File: config.mk
export PLATFORM = sky130hd
export DESIGN_NAME = branch_resolve_ctrl
export DESIGN_NICKNAME = d
export VERILOG_FILES = /design/src/rtl/branch_resolve_ctrl_pkg.sv /design/src/rtl/branch_resolve_ctrl_cond_eval.sv /design/src/rtl/branch_resolve_ctrl.sv
export SDC_FILE = /design/constraint.sdc
export NUM_CORES = 1
export LEC_CHECK = 0
export BUFFER_PORTS_ARGS = -buffer_cell sky130_fd_sc_hd__buf_2
export CAP_MARGIN = 10
export CORE_ASPECT_RATIO = 1.75
export CORE_MARGIN = 4
export CORE_UTILIZATION = 40
export CTS_BUF_LIST = sky130_fd_sc_hd__clkbuf_2
export DETAILED_ROUTE_END_ITERATION = 12
export GPL_TIMING_DRIVEN = 1
export PLACE_DENSITY = 0.66
export SLEW_MARGIN = 20
export SYNTH_ARGS = -nofsm -noshare
export SYNTH_HDL_FRONTEND = slang
export SYNTH_SLANG_ARGS = --single-unit
File: constraint.sdc
create_clock -name clock -period 7.8 [get_ports clock]
set_clock_uncertainty 0.1 [all_clocks]
set_input_delay 0.78 -clock clock [delete_from_list [all_inputs] [get_ports clock]]
set_output_delay 0.78 -clock clock [all_outputs]
set_load 0.02 [all_outputs]
File: src/rtl/branch_resolve_ctrl_pkg.sv
// branch_resolve_ctrl_pkg: shared branch type codes, flag indices and controller states
package branch_resolve_ctrl_pkg;
  localparam logic [2:0] F3_BEQ  = 3'b000;
  localparam logic [2:0] F3_BNE  = 3'b001;
  localparam logic [2:0] F3_JAL  = 3'b010;
  localparam logic [2:0] F3_JALR = 3'b011;
  localparam logic [2:0] F3_BLT  = 3'b100;
  localparam logic [2:0] F3_BGE  = 3'b101;
  localparam logic [2:0] F3_BLTU = 3'b110;
  localparam logic [2:0] F3_BGEU = 3'b111;
  localparam int ZERO  = 0;
  localparam int CARRY = 1;
  localparam int OVF   = 2;
  localparam int NEG   = 3;
  typedef enum logic [1:0] {IDLE, FLUSH, REDIRECT} state_t;
endpackage

File: src/rtl/branch_resolve_ctrl_cond_eval.sv
// branch_cond_eval: combinational taken decision from branch type and rs1-rs2 flags
module branch_cond_eval
  import branch_resolve_ctrl_pkg::*;
(
  input  logic [2:0] funct3,
  input  logic [3:0] flags,
  output logic       taken
);
  logic lt;
  assign lt = flags[NEG] ^ flags[OVF];
  // Signed compares use N^V, unsigned compares use the borrow; jump codes never take here
  always_comb begin
    taken = 1'b0;
    case (funct3)
      F3_BEQ:          taken = flags[ZERO];
      F3_BNE:          taken = !flags[ZERO];
      F3_BLT:          taken = lt;
      F3_BGE:          taken = !lt;
      F3_BLTU:         taken = flags[CARRY];
      F3_BGEU:         taken = !flags[CARRY];
      F3_JAL, F3_JALR: taken = 1'b0;
      default:         taken = 1'b0;
    endcase
  end
endmodule

File: src/rtl/branch_resolve_ctrl.sv
// branch_resolve_ctrl: queues conditional branches and sequences flush/redirect on taken (BRANCH_STATS_EN adds taken_count)
module branch_resolve_ctrl
  import branch_resolve_ctrl_pkg::*;
#(
  parameter int DEPTH        = 2,
  parameter int FLUSH_CYCLES = 2
)(
  input  logic        clock,
  input  logic        reset,
  input  logic        br_issue_valid,
  input  logic [2:0]  br_issue_funct3,
  input  logic [31:0] br_issue_target,
  output logic        br_issue_ready,
  input  logic        alu_flags_valid,
  input  logic [3:0]  alu_flags,
  output logic        flush,
  output logic        fetch_hold,
  output logic        redirect_valid,
  output logic [31:0] redirect_pc,
`ifdef BRANCH_STATS_EN
  output logic [31:0] taken_count,
`endif
  input  logic        redirect_ready
);
  localparam int AW  = $clog2(DEPTH);
  localparam int CW  = $clog2(DEPTH + 1);
  localparam int FCW = $clog2(FLUSH_CYCLES + 1);

  logic [2:0]    q_funct3 [DEPTH];
  logic [31:0]   q_target [DEPTH];
  logic [AW-1:0] wptr, rptr;
  logic [CW-1:0] count;
  logic [FCW-1:0] fcnt, fcnt_n;
  state_t        state, state_n;
  logic          full, empty, push, pop, taken, resolve_taken;

  assign full           = count == CW'(DEPTH);
  assign empty          = count == '0;
  assign br_issue_ready = state == IDLE && !full && !reset;
  assign push           = br_issue_valid && br_issue_ready;
  assign pop            = state == IDLE && alu_flags_valid && !empty;
  assign resolve_taken  = pop && taken;

  branch_cond_eval u_eval (
    .funct3 (q_funct3[rptr]),
    .flags  (alu_flags),
    .taken  (taken)
  );

  // Branch payload storage; entries past the write pointer are don't-care
  always_ff @(posedge clock) begin
    if (push) begin
      q_funct3[wptr] <= br_issue_funct3;
      q_target[wptr] <= br_issue_target;
    end
  end

  // Queue pointers and occupancy; a taken resolve drops everything younger, including a same-cycle issue
  always_ff @(posedge clock) begin
    if (reset || resolve_taken) begin
      wptr  <= '0;
      rptr  <= '0;
      count <= '0;
    end else begin
      wptr  <= push ? wptr + AW'(1) : wptr;
      rptr  <= pop ? rptr + AW'(1) : rptr;
      count <= count + CW'(push) - CW'(pop);
    end
  end

  // Next-state: taken resolve starts the flush countdown, redirect waits for the fetch handshake
  always_comb begin
    state_n = state;
    fcnt_n  = fcnt;
    case (state)
      IDLE: begin
        if (resolve_taken) begin
          state_n = FLUSH;
          fcnt_n  = FCW'(FLUSH_CYCLES);
        end
      end
      FLUSH: begin
        if (fcnt == FCW'(1)) state_n = REDIRECT;
        else fcnt_n = fcnt - FCW'(1);
      end
      REDIRECT: state_n = redirect_ready ? IDLE : REDIRECT;
      default:  state_n = IDLE;
    endcase
  end

  // State and registered outputs decoded from the next state so they align with it
  always_ff @(posedge clock) begin
    if (reset) begin
      state          <= IDLE;
      fcnt           <= '0;
      flush          <= 1'b0;
      fetch_hold     <= 1'b0;
      redirect_valid <= 1'b0;
      redirect_pc    <= '0;
    end else begin
      state          <= state_n;
      fcnt           <= fcnt_n;
      flush          <= state_n == FLUSH;
      fetch_hold     <= state_n != IDLE;
      redirect_valid <= state_n == REDIRECT;
      redirect_pc    <= resolve_taken ? q_target[rptr] : redirect_pc;
    end
  end

`ifdef BRANCH_STATS_EN
  // Taken-branch statistic, wraps naturally at 2^32
  always_ff @(posedge clock) begin
    if (reset) taken_count <= '0;
    else if (resolve_taken) taken_count <= taken_count + 32'd1;
  end
`endif
endmodule

==> flow_metrics.env <==
export IMPL_max_freq_mhz=338
export IMPL_fillers=981
export IMPL_syn_inst=297
export IMPL_drv_cap=0
export IMPL_drc=0
export IMPL_tightest_slew_ps=1060
export IMPL_worstPathRequired_ps=6920
export IMPL_startpoint="reset"
export IMPL_ys_warn_count=0
export IMPL_end_kind="primary output"
export IMPL_p_total_w=0.00146
export IMPL_irDropWorstVdd_mv=0.101
export IMPL_criticalPathCategory="input pin to primary output"
export IMPL_ant_nets=0
export IMPL_rrSetupSlack_ps=5120
export IMPL_period_needed_ps=2960
export IMPL_grt_antenna_before_repair=1
export IMPL_rsz0062_at_grt="false"
export IMPL_start_util=0.413
export IMPL_cts_tree="yes"
export IMPL_synth_seq_cells=114
export IMPL_cts_hold_buf=0
export IMPL_clk_insertion_delay_late_ps=610
export IMPL_worstReg2RegEnd="q_target[1][21]"
export IMPL_drtPass1Iterations=4
export IMPL_reg2reg_from="count[0]"
export IMPL_cts_setup_buffers=0
export IMPL_cts_buffers=17
export IMPL_wl_per_cell_um=17.2
export IMPL_yosysUniqueCellTypes=43
export IMPL_io_buffers=79
export IMPL_cts_resized=0
export IMPL_synth_edf_count=70
export IMPL_cpMostUsedCell="buf_2"
export IMPL_clkTransAtPathRegs_ps=150
export IMPL_grt_max_degree=46
export IMPL_setup_violations=0
export IMPL_finalNetCount=420
export IMPL_ys_seq_area_frac=0.671
export IMPL_slew_violations=0
export IMPL_crit_fanout=45
export IMPL_final_hold_viol_count=0
export IMPL_cp_slowest_cell="a2111oi_0"
export IMPL_final_cell_mix="buf_2, edfxtp_1, dfxtp_1"
export IMPL_io_pins=80
export IMPL_p_leak_nw=1.79
export IMPL_vias_per_cell=5.37
export IMPL_grt_pass1_vias=2873
export IMPL_drive_gt1_frac=0.352
export IMPL_reg2regPathDepth=4
export IMPL_rows=50
export IMPL_grtUsageMet2=0.252
export IMPL_clock_sink_count=114
export IMPL_synthFlopType="edfxtp_1"
export IMPL_status="finished clean"
export IMPL_setup_tns_ps=0
export IMPL_power_density_nw_per_um2=288
export IMPL_layout_commonest_cell="buf_2"
export IMPL_crit_end="br_issue_ready"
export IMPL_dieHeight_um=147
export IMPL_path_cells="buf_2, a2111oi_0, buf_2"
export IMPL_top_usage_layer="met2"
export IMPL_overflow=0
export IMPL_use_met1=0.149
export IMPL_startpoint_type="input pin"
export IMPL_place_congestion=0.768
export IMPL_grt_pass1_wl_mm=14.0
export IMPL_drt_total_wl_mm=8.91
export IMPL_cts_root_buf="clkbuf_2"
export IMPL_grt_util_met3=0.0474
export IMPL_die_area_um2=12900
export IMPL_vias=2775
export IMPL_syn_avg_cell_area_um2=15.0
export IMPL_finalCritPeriodShare=0.379
export IMPL_cts_max_level=4
export IMPL_hp_class="input pin to flip-flop"
export IMPL_netlist_area_um2=4440
export IMPL_ys_async_sr_fraction=0
export IMPL_crit_arrival_ps=2080
export IMPL_die_w_um=87.7
export IMPL_syn_nets=344
export IMPL_drtIter0Drc=92
export IMPL_critPathMaxStageDelay_ps=600
export IMPL_dp_hpwl_mm=5.81
export IMPL_cts_max_path_buffers=2
export IMPL_maxSlewHeadroom=0.295
export IMPL_core_area_um2=10800
export IMPL_grt_usage=0.143
export IMPL_syn2layout_area_growth_pct=14.1
[layer usage]
| layer | wire length (µm) | vias to the layer above | share of wire |
|---|---|---|---|
| met5 | 0 | - | 0 |
| met4 | 268 | 0 | 0.030 |
| met3 | 445 | 24 | 0.050 |
| met2 | 4910 | 70 | 0.55 |
| met1 | 3290 | 1355 | 0.37 |
| li1 | - | 1326 | - |
[kinds of logic after synthesis]
logic type | share of synthesized area
XOR/XNOR | 0.0135
buffers and inverters | 0.0394
AND/OR/NAND/NOR | 0.0366
flip-flops | 0.671
multiplexers | 0.0819
adder cells (fa/ha/maj) | 0.00845
AO/OA/AOI/OAI | 0.149
[critical path: cells and delay by family]
family,cells,cell delay (ps)
AOI/OAI and AO/OA,1,600
buffers and inverters,2,680
[cells in the mapped netlist, drive strengths merged (2+ instances only)]
master | n | area [µm²]
a211oi | 32 | 315
a21oi | 5 | 25.0
a31oi | 34 | 213
buf | 17 | 123
clkbuf | 8 | 30.0
dfxtp | 44 | 881
edfxtp | 70 | 2100
ha | 3 | 37.5
inv | 6 | 22.5
mux2i | 34 | 353
nand2 | 2 | 7.51
nand3b | 2 | 15.0
nor2 | 7 | 26.3
nor3 | 7 | 46.3
or2 | 2 | 12.5
xnor2 | 4 | 42.6
xor2 | 2 | 17.5
[power breakdown]
part	total [W]	switching, W	internal, W
combinational	0.000365	0.000217	0.000148
clock	0.000305	0.000192	0.000113
sequential	0.000788	0.0000677	0.000720
total	0.00146	0.000477	0.000982
[state kept, by name, indices dropped and copies added, names as in the netlist, named ones only]
signal	count
state	2
q_funct3	6
fetch_hold	1
redirect_pc	32
redirect_valid	1
flush	1
wptr	1
count	2
q_target	64
fcnt	2
rptr	1
[stage by stage]
stage               cells  worst slack [ps]  cell area (µm²)  hold WS (ps)  utilization
detailed placement    484              4270             4890           404        0.454
CTS                   516              4850             5060           171        0.471
finish                517              4840             5070           249        0.471
global route          517              4750             5070           142        0.471
global placement      484              4450             4890           368        0.454
floorplan             297              3300             4440           351            -
[how the worst min path moves through the flow]
stage	slack [ps]	cells past startpoint	start	end
finish	250	1	br_issue_target[14]	q_target[0][14]
global route	140	1	br_issue_target[14]	q_target[0][14]
CTS	170	1	br_issue_target[14]	q_target[0][14]
detailed placement	400	2	fcnt[1]	fcnt[1]
global placement	370	2	fcnt[1]	fcnt[1]
floorplan	350	2	fcnt[1]	fcnt[1]
[layout make-up]
type                    count  area [µm²]  share of cell area
multi-input cells         152        1300               0.257
clock buffers              22         110              0.0217
diodes                      1        2.50            0.000494
flip-flops and latches    114        2980               0.589
clock inverters            10        67.6              0.0133
repair buffers             82         418              0.0825
well taps                 130         163              0.0321
inverters                   6        22.5             0.00444
(Power assumes the default switching activity.)
